==> src/rtl/sc_leveltimer_pkg.sv <==
// sc_leveltimer_pkg: state encoding and default sizing for the level timer
package sc_leveltimer_pkg;
  localparam int TIMER_WIDTH_DEF = 32;
  localparam int LEVEL_WIDTH_DEF = 8;
  localparam int LOADS_PER_LEVEL_DEF = 16;
  localparam int LEVEL_MAX_DEF = 59;
  typedef enum logic [1:0] {
    IDLE  = 2'd0,
    RUN   = 2'd1,
    PAUSE = 2'd2,
    DONE  = 2'd3
  } state_t;
endpackage

==> src/rtl/sc_reloadcounter.sv <==
// sc_reloadcounter: down-counter that reloads on load or when it expires while enabled
module sc_reloadcounter #(
  parameter int W = 32
) (
  input  logic         clk,
  input  logic         rst,
  input  logic         en,
  input  logic         load,
  input  logic [W-1:0] value,
  output logic         zero
);
  logic [W-1:0] cnt;
  assign zero = cnt == '0;
  always_ff @(posedge clk)
    if (rst) cnt <= '0;
    else if (load || (en && zero)) cnt <= value;
    else if (en) cnt <= cnt - W'(1);
endmodule

==> src/rtl/sc_leveltimer.sv <==
// sc_leveltimer: periodic LOAD tick generator with level counting, pause and terminal level
module sc_leveltimer
  import sc_leveltimer_pkg::*;
#(
  parameter int TIMER_WIDTH = TIMER_WIDTH_DEF,
  parameter int LEVEL_WIDTH = LEVEL_WIDTH_DEF,
  parameter int LOADS_PER_LEVEL = LOADS_PER_LEVEL_DEF,
  parameter int LEVEL_MAX = LEVEL_MAX_DEF
) (
  input  logic                   SC_LEVELTIMER_CLOCK_50,
  input  logic                   SC_LEVELTIMER_RESET_InHigh,
  input  logic                   SC_LEVELTIMER_START_InLow,
  input  logic                   SC_LEVELTIMER_PAUSE_InHigh,
  input  logic [TIMER_WIDTH-1:0] SC_LEVELTIMER_PERIOD_IN,
  output logic                   SC_LEVELTIMER_LOAD_OUT,
  output logic [LEVEL_WIDTH-1:0] SC_LEVELTIMER_LEVEL_OUT,
  output logic                   SC_LEVELTIMER_LEVELUP_OUT,
  output logic [1:0]             SC_LEVELTIMER_STATE_OUT
);
  localparam int LCW = LOADS_PER_LEVEL > 1 ? $clog2(LOADS_PER_LEVEL) : 1;
  localparam logic [LCW-1:0] LC_LAST = LCW'(LOADS_PER_LEVEL - 1);
  localparam logic [LEVEL_WIDTH-1:0] LV_LAST = LEVEL_WIDTH'(LEVEL_MAX - 1);
  state_t state, state_nx;
  logic go, active, zero, tick, lv_wrap;
  logic [LCW-1:0] load_cnt;
  logic [TIMER_WIDTH-1:0] reload;
  // Pause is checked on the edge itself, so a paused edge never ticks and the
  // edge that releases pause already counts.
  assign go = state == IDLE && !SC_LEVELTIMER_START_InLow;
  assign active = (state == RUN || state == PAUSE) && !SC_LEVELTIMER_PAUSE_InHigh;
  assign tick = active && zero;
  assign lv_wrap = tick && load_cnt == LC_LAST;
  assign reload = SC_LEVELTIMER_PERIOD_IN <= TIMER_WIDTH'(1) ? '0
                : SC_LEVELTIMER_PERIOD_IN - TIMER_WIDTH'(1);
  assign SC_LEVELTIMER_STATE_OUT = state;
  sc_reloadcounter #(.W(TIMER_WIDTH)) u_cnt (
    .clk  (SC_LEVELTIMER_CLOCK_50),
    .rst  (SC_LEVELTIMER_RESET_InHigh),
    .en   (active),
    .load (go),
    .value(reload),
    .zero (zero)
  );
  always_comb
    state_nx = state == IDLE ? (go ? RUN : IDLE)
             : state == DONE ? DONE
             : (lv_wrap && SC_LEVELTIMER_LEVEL_OUT == LV_LAST) ? DONE
             : SC_LEVELTIMER_PAUSE_InHigh ? PAUSE : RUN;
  always_ff @(posedge SC_LEVELTIMER_CLOCK_50)
    if (SC_LEVELTIMER_RESET_InHigh) begin
      state <= IDLE;
      load_cnt <= '0;
      SC_LEVELTIMER_LEVEL_OUT <= '0;
      SC_LEVELTIMER_LOAD_OUT <= 1'b0;
      SC_LEVELTIMER_LEVELUP_OUT <= 1'b0;
    end else begin
      state <= state_nx;
      SC_LEVELTIMER_LOAD_OUT <= tick;
      SC_LEVELTIMER_LEVELUP_OUT <= lv_wrap;
      if (tick) load_cnt <= lv_wrap ? '0 : load_cnt + LCW'(1);
      if (lv_wrap) SC_LEVELTIMER_LEVEL_OUT <= SC_LEVELTIMER_LEVEL_OUT + LEVEL_WIDTH'(1);
    end
endmodule

==> config.mk <==
export PLATFORM = sky130hd
export DESIGN_NAME = sc_leveltimer
export DESIGN_NICKNAME = d
export VERILOG_FILES = /design/src/rtl/sc_leveltimer_pkg.sv /design/src/rtl/sc_reloadcounter.sv /design/src/rtl/sc_leveltimer.sv
export SDC_FILE = /design/constraint.sdc
export NUM_CORES = 1
export LEC_CHECK = 0
export CAP_MARGIN = 20
export CORE_UTILIZATION = 60
export CTS_BUF_LIST = sky130_fd_sc_hd__clkbuf_4 sky130_fd_sc_hd__clkbuf_8 sky130_fd_sc_hd__clkbuf_16
export CTS_CLUSTER_SIZE = 40
export DETAILED_ROUTE_END_ITERATION = 10
export PLACE_DENSITY = 0.95
export SYNTH_ARGS = -nofsm -noshare
export SYNTH_HDL_FRONTEND = slang
export SYNTH_SLANG_ARGS = --single-unit
==> constraint.sdc <==
create_clock -name SC_LEVELTIMER_CLOCK_50 -period 6.8 [get_ports SC_LEVELTIMER_CLOCK_50]
set_input_delay 0.68 -clock SC_LEVELTIMER_CLOCK_50 [delete_from_list [all_inputs] [get_ports SC_LEVELTIMER_CLOCK_50]]
set_output_delay 0.68 -clock SC_LEVELTIMER_CLOCK_50 [all_outputs]
set_load 0.1 [all_outputs]
==> flow_summary.toml <==
[run_status]
status = "completed"

[critical_path]
cp_data_required_time_ps = 6960
cp_max_fo = 20
critPathKind = "in2reg"
cp-start-kind = "input pin"
worstPathArrival_ps = 3660
r2r_cells = 7
end_kind = "register"

[drt]
num_vias = 3675
drtAntennaViolNets = 0
totalWireLength_mm = 9.27
drc = 0
wire_per_inst_um = 17.2
vias_per_cell = 6.82
drt_iter0_markers = 465
dr.pass1.iters = 6

[yosys]
synth-edff-count = 0
syn_inst = 432
synth_flop_cell = "dfxtp_1"
yosysTopAreaCellShare_pct = 27.7
yosys.area.top_type = "dfxtp_1"
ys_types = 66
syn-cell-area_um2 = 3470
ys_seq_elements = 48
ys_async_sr_fraction_pct = 0
avgSynthCellArea_um2 = 8.04
syn_nets = 477
synth_area_leaders = "dfxtp_1 28%, xnor2_1 5.3%, xor2_1 3.8%"
ys_seq_area_share_pct = 27.7
yosys_warnings = 0

[final_layout]
nFillCells = 452
nets = 511
final_common_cell = "dfxtp_1"
layout_common_cells = "48 x dfxtp_1, 47 x clkdlybuf4s50_1, 32 x nor2_1"
drive_above_1_share_pct = 7.07
seq_area_um2 = 961
area_growth_pct = 17.0
final_area_um2 = 4060
diodes = 0
multi_input_area_um2 = 2340

[timing]
setup_viol = 0
holdWs_ps = 505
fin_crit_sh_pct = 51.4
fmax_mhz = 286
setup_tns_ps = 0
slew_violations = 0
final_hold_viol_count = 0
final.min_clock_period_ps = 3490
grt_setup_unrepaired = "false"
clock_skew_ps = 7.81
tightest_slew_ps = 1030
worst_slew_margin_rel_pct = 30.9

[power_and_ir_drop]
p_seq_share_pct = 39.4
leakagePower_nw = 1.31
clkPwrFrac_pct = 27.1
p_switching_uw = 291
power.share.combinational_pct = 33.5
pwr_density_cell_nw_per_um2 = 205
swShare_pct = 34.9
max-vdd-ir-drop_mv = 0.106
internal_power_uw = 543

[floorplan]
initial_core_util_pct = 62.7
die_height_um = 78.1
rows = 27
die_area_um2 = 6090
io_pins = 48
core_area_um2 = 5540
die_w_um = 78.1

[global_routing]
grt_max_degree = 28
track_usage_pct = 32.1
first_global_vias = 3373
grt_pass1_wl_mm = 15.7
antenna_found_initial = 1
grt-ovfl-total = 0

[clocking]
cts.repair.resized = 0
cts.hold.buffers_added = 0
numCtsBuffers = 5
post_cts.repair.setup_buffers = 0
htreeDepth = 2
clkSinkCount = 48
cts_tree = "yes"
cts_buffer_depth = 2
insertion_delay_ps = 310
cts_root_buf = "clkbuf_8"
cts.clk_slew.worst_paths_ps = 90

[worst_hold_path]
hold_path.class = "reg2reg"
min_path_cells = 2

[placed_design]
hpwl_mm = 6.73
placed_area_um2 = 3940
io_buffers = 47
gp_congestion = 0.964

[job]
drv_cap = 0
-- area by class of cell --
| type | instances | area share [%] |
|---|---|---|
| multi-input combinational | 347 | 57.5 |
| tap | 72 | 2.22 |
| clock inverter | 1 | 0.739 |
| timing repair buffer | 51 | 12.3 |
| clock buffer | 7 | 2.37 |
| inverter | 13 | 1.20 |
| sequential | 48 | 23.7 |
-- kinds of logic after synthesis --
| family | share of synthesized area (%) |
|---|---|
| buffers and inverters | 5.04 |
| multiplexers | 1.23 |
| XOR/XNOR | 9.08 |
| AND/OR/NAND/NOR | 34.1 |
| adder cells (fa/ha/maj) | 3.24 |
| flip-flops | 27.7 |
| AO/OA/AOI/OAI | 19.6 |
-- worst paths after layout --
check	from	to	slack (ps)
worst max-delay path	SC_LEVELTIMER_PERIOD_IN[16]	u_cnt.cnt[23]$_SDFFE_PP0P_	3310
worst min-delay path	SC_LEVELTIMER_LEVEL_OUT[5]$_SDFFE_PP0P_	SC_LEVELTIMER_LEVEL_OUT[5]$_SDFFE_PP0P_	500
worst max register to register	u_cnt.cnt[0]$_SDFFE_PP0P_	u_cnt.cnt[23]$_SDFFE_PP0P_	3450
worst min register to register	SC_LEVELTIMER_LEVEL_OUT[5]$_SDFFE_PP0P_	SC_LEVELTIMER_LEVEL_OUT[5]$_SDFFE_PP0P_	500
-- critical path, stage by stage --
cell and delay, ps:
clkdlybuf4s50_1 470, or4_1 590, nor4b_4 480, nand4_1 490
nand3_1 730, o22ai_1 200
-- metrics by stage --
step / total power, mW / setup WS [ps] / cells / util, %
3_5_place_dp: 0.600 / 3020 / 531 / 71.0
5_1_grt: 0.868 / 2940 / 539 / 73.3
4_1_cts: 0.823 / 3370 / 539 / 73.3
6_report: 0.834 / 3310 / 539 / 73.3
2_1_floorplan: 0.522 / 3890 / 432 / -
3_3_place_gp: 0.590 / 3170 / 531 / 71.0
-- power groups by stage --
stage	registers, mW	logic (mW)	clock network [mW]
global placement	0.332	0.258	0
detailed placement	0.334	0.266	0
CTS	0.327	0.270	0.226
global route	0.331	0.302	0.236
floorplan	0.334	0.188	0
finish	0.329	0.279	0.226
-- metal layers --
layer / wire (um) / track usage, % / share of wire (%) / vias up
li1: - / - / - / 1730
met1: 3660 / 39.3 / 39 / 1654
met2: 4370 / 53.7 / 47 / 247
met3: 961 / 8.14 / 10 / 42
met4: 269 / 12.4 / 2.9 / 2
met5: 13 / 0 / 0.14 / -
-- flip-flops by register name (all words and copies together) (netlist names) --
register / cells
SC_LEVELTIMER_LEVEL_OUT: 8
u_cnt.cnt: 32
SC_LEVELTIMER_STATE_OUT: 2
SC_LEVELTIMER_LEVELUP_OUT: 1
SC_LEVELTIMER_LOAD_OUT: 1
load_cnt: 4
-- synthesized netlist by cell type, drive strengths merged, types with 3 or more instances --
cell,n
nand4b,7
or3,11
nor3,19
a211oi,4
o211ai,3
a31oi,3
nand3b,4
dfxtp,48
xnor2,21
buf,7
nor3b,4
and4,5
xor2,15
nand2,26
nor4b,5
nor2b,4
and3,7
ha,9
o31ai,12
nor2,32
nor4,19
inv,13
o22ai,19
o21ai,10
clkbuf,16
a21oi,25
or4,14
o21a,3
nand3,22
or2,4
nand4,11
No activity file was read; power rests on OpenSTA's default activity.
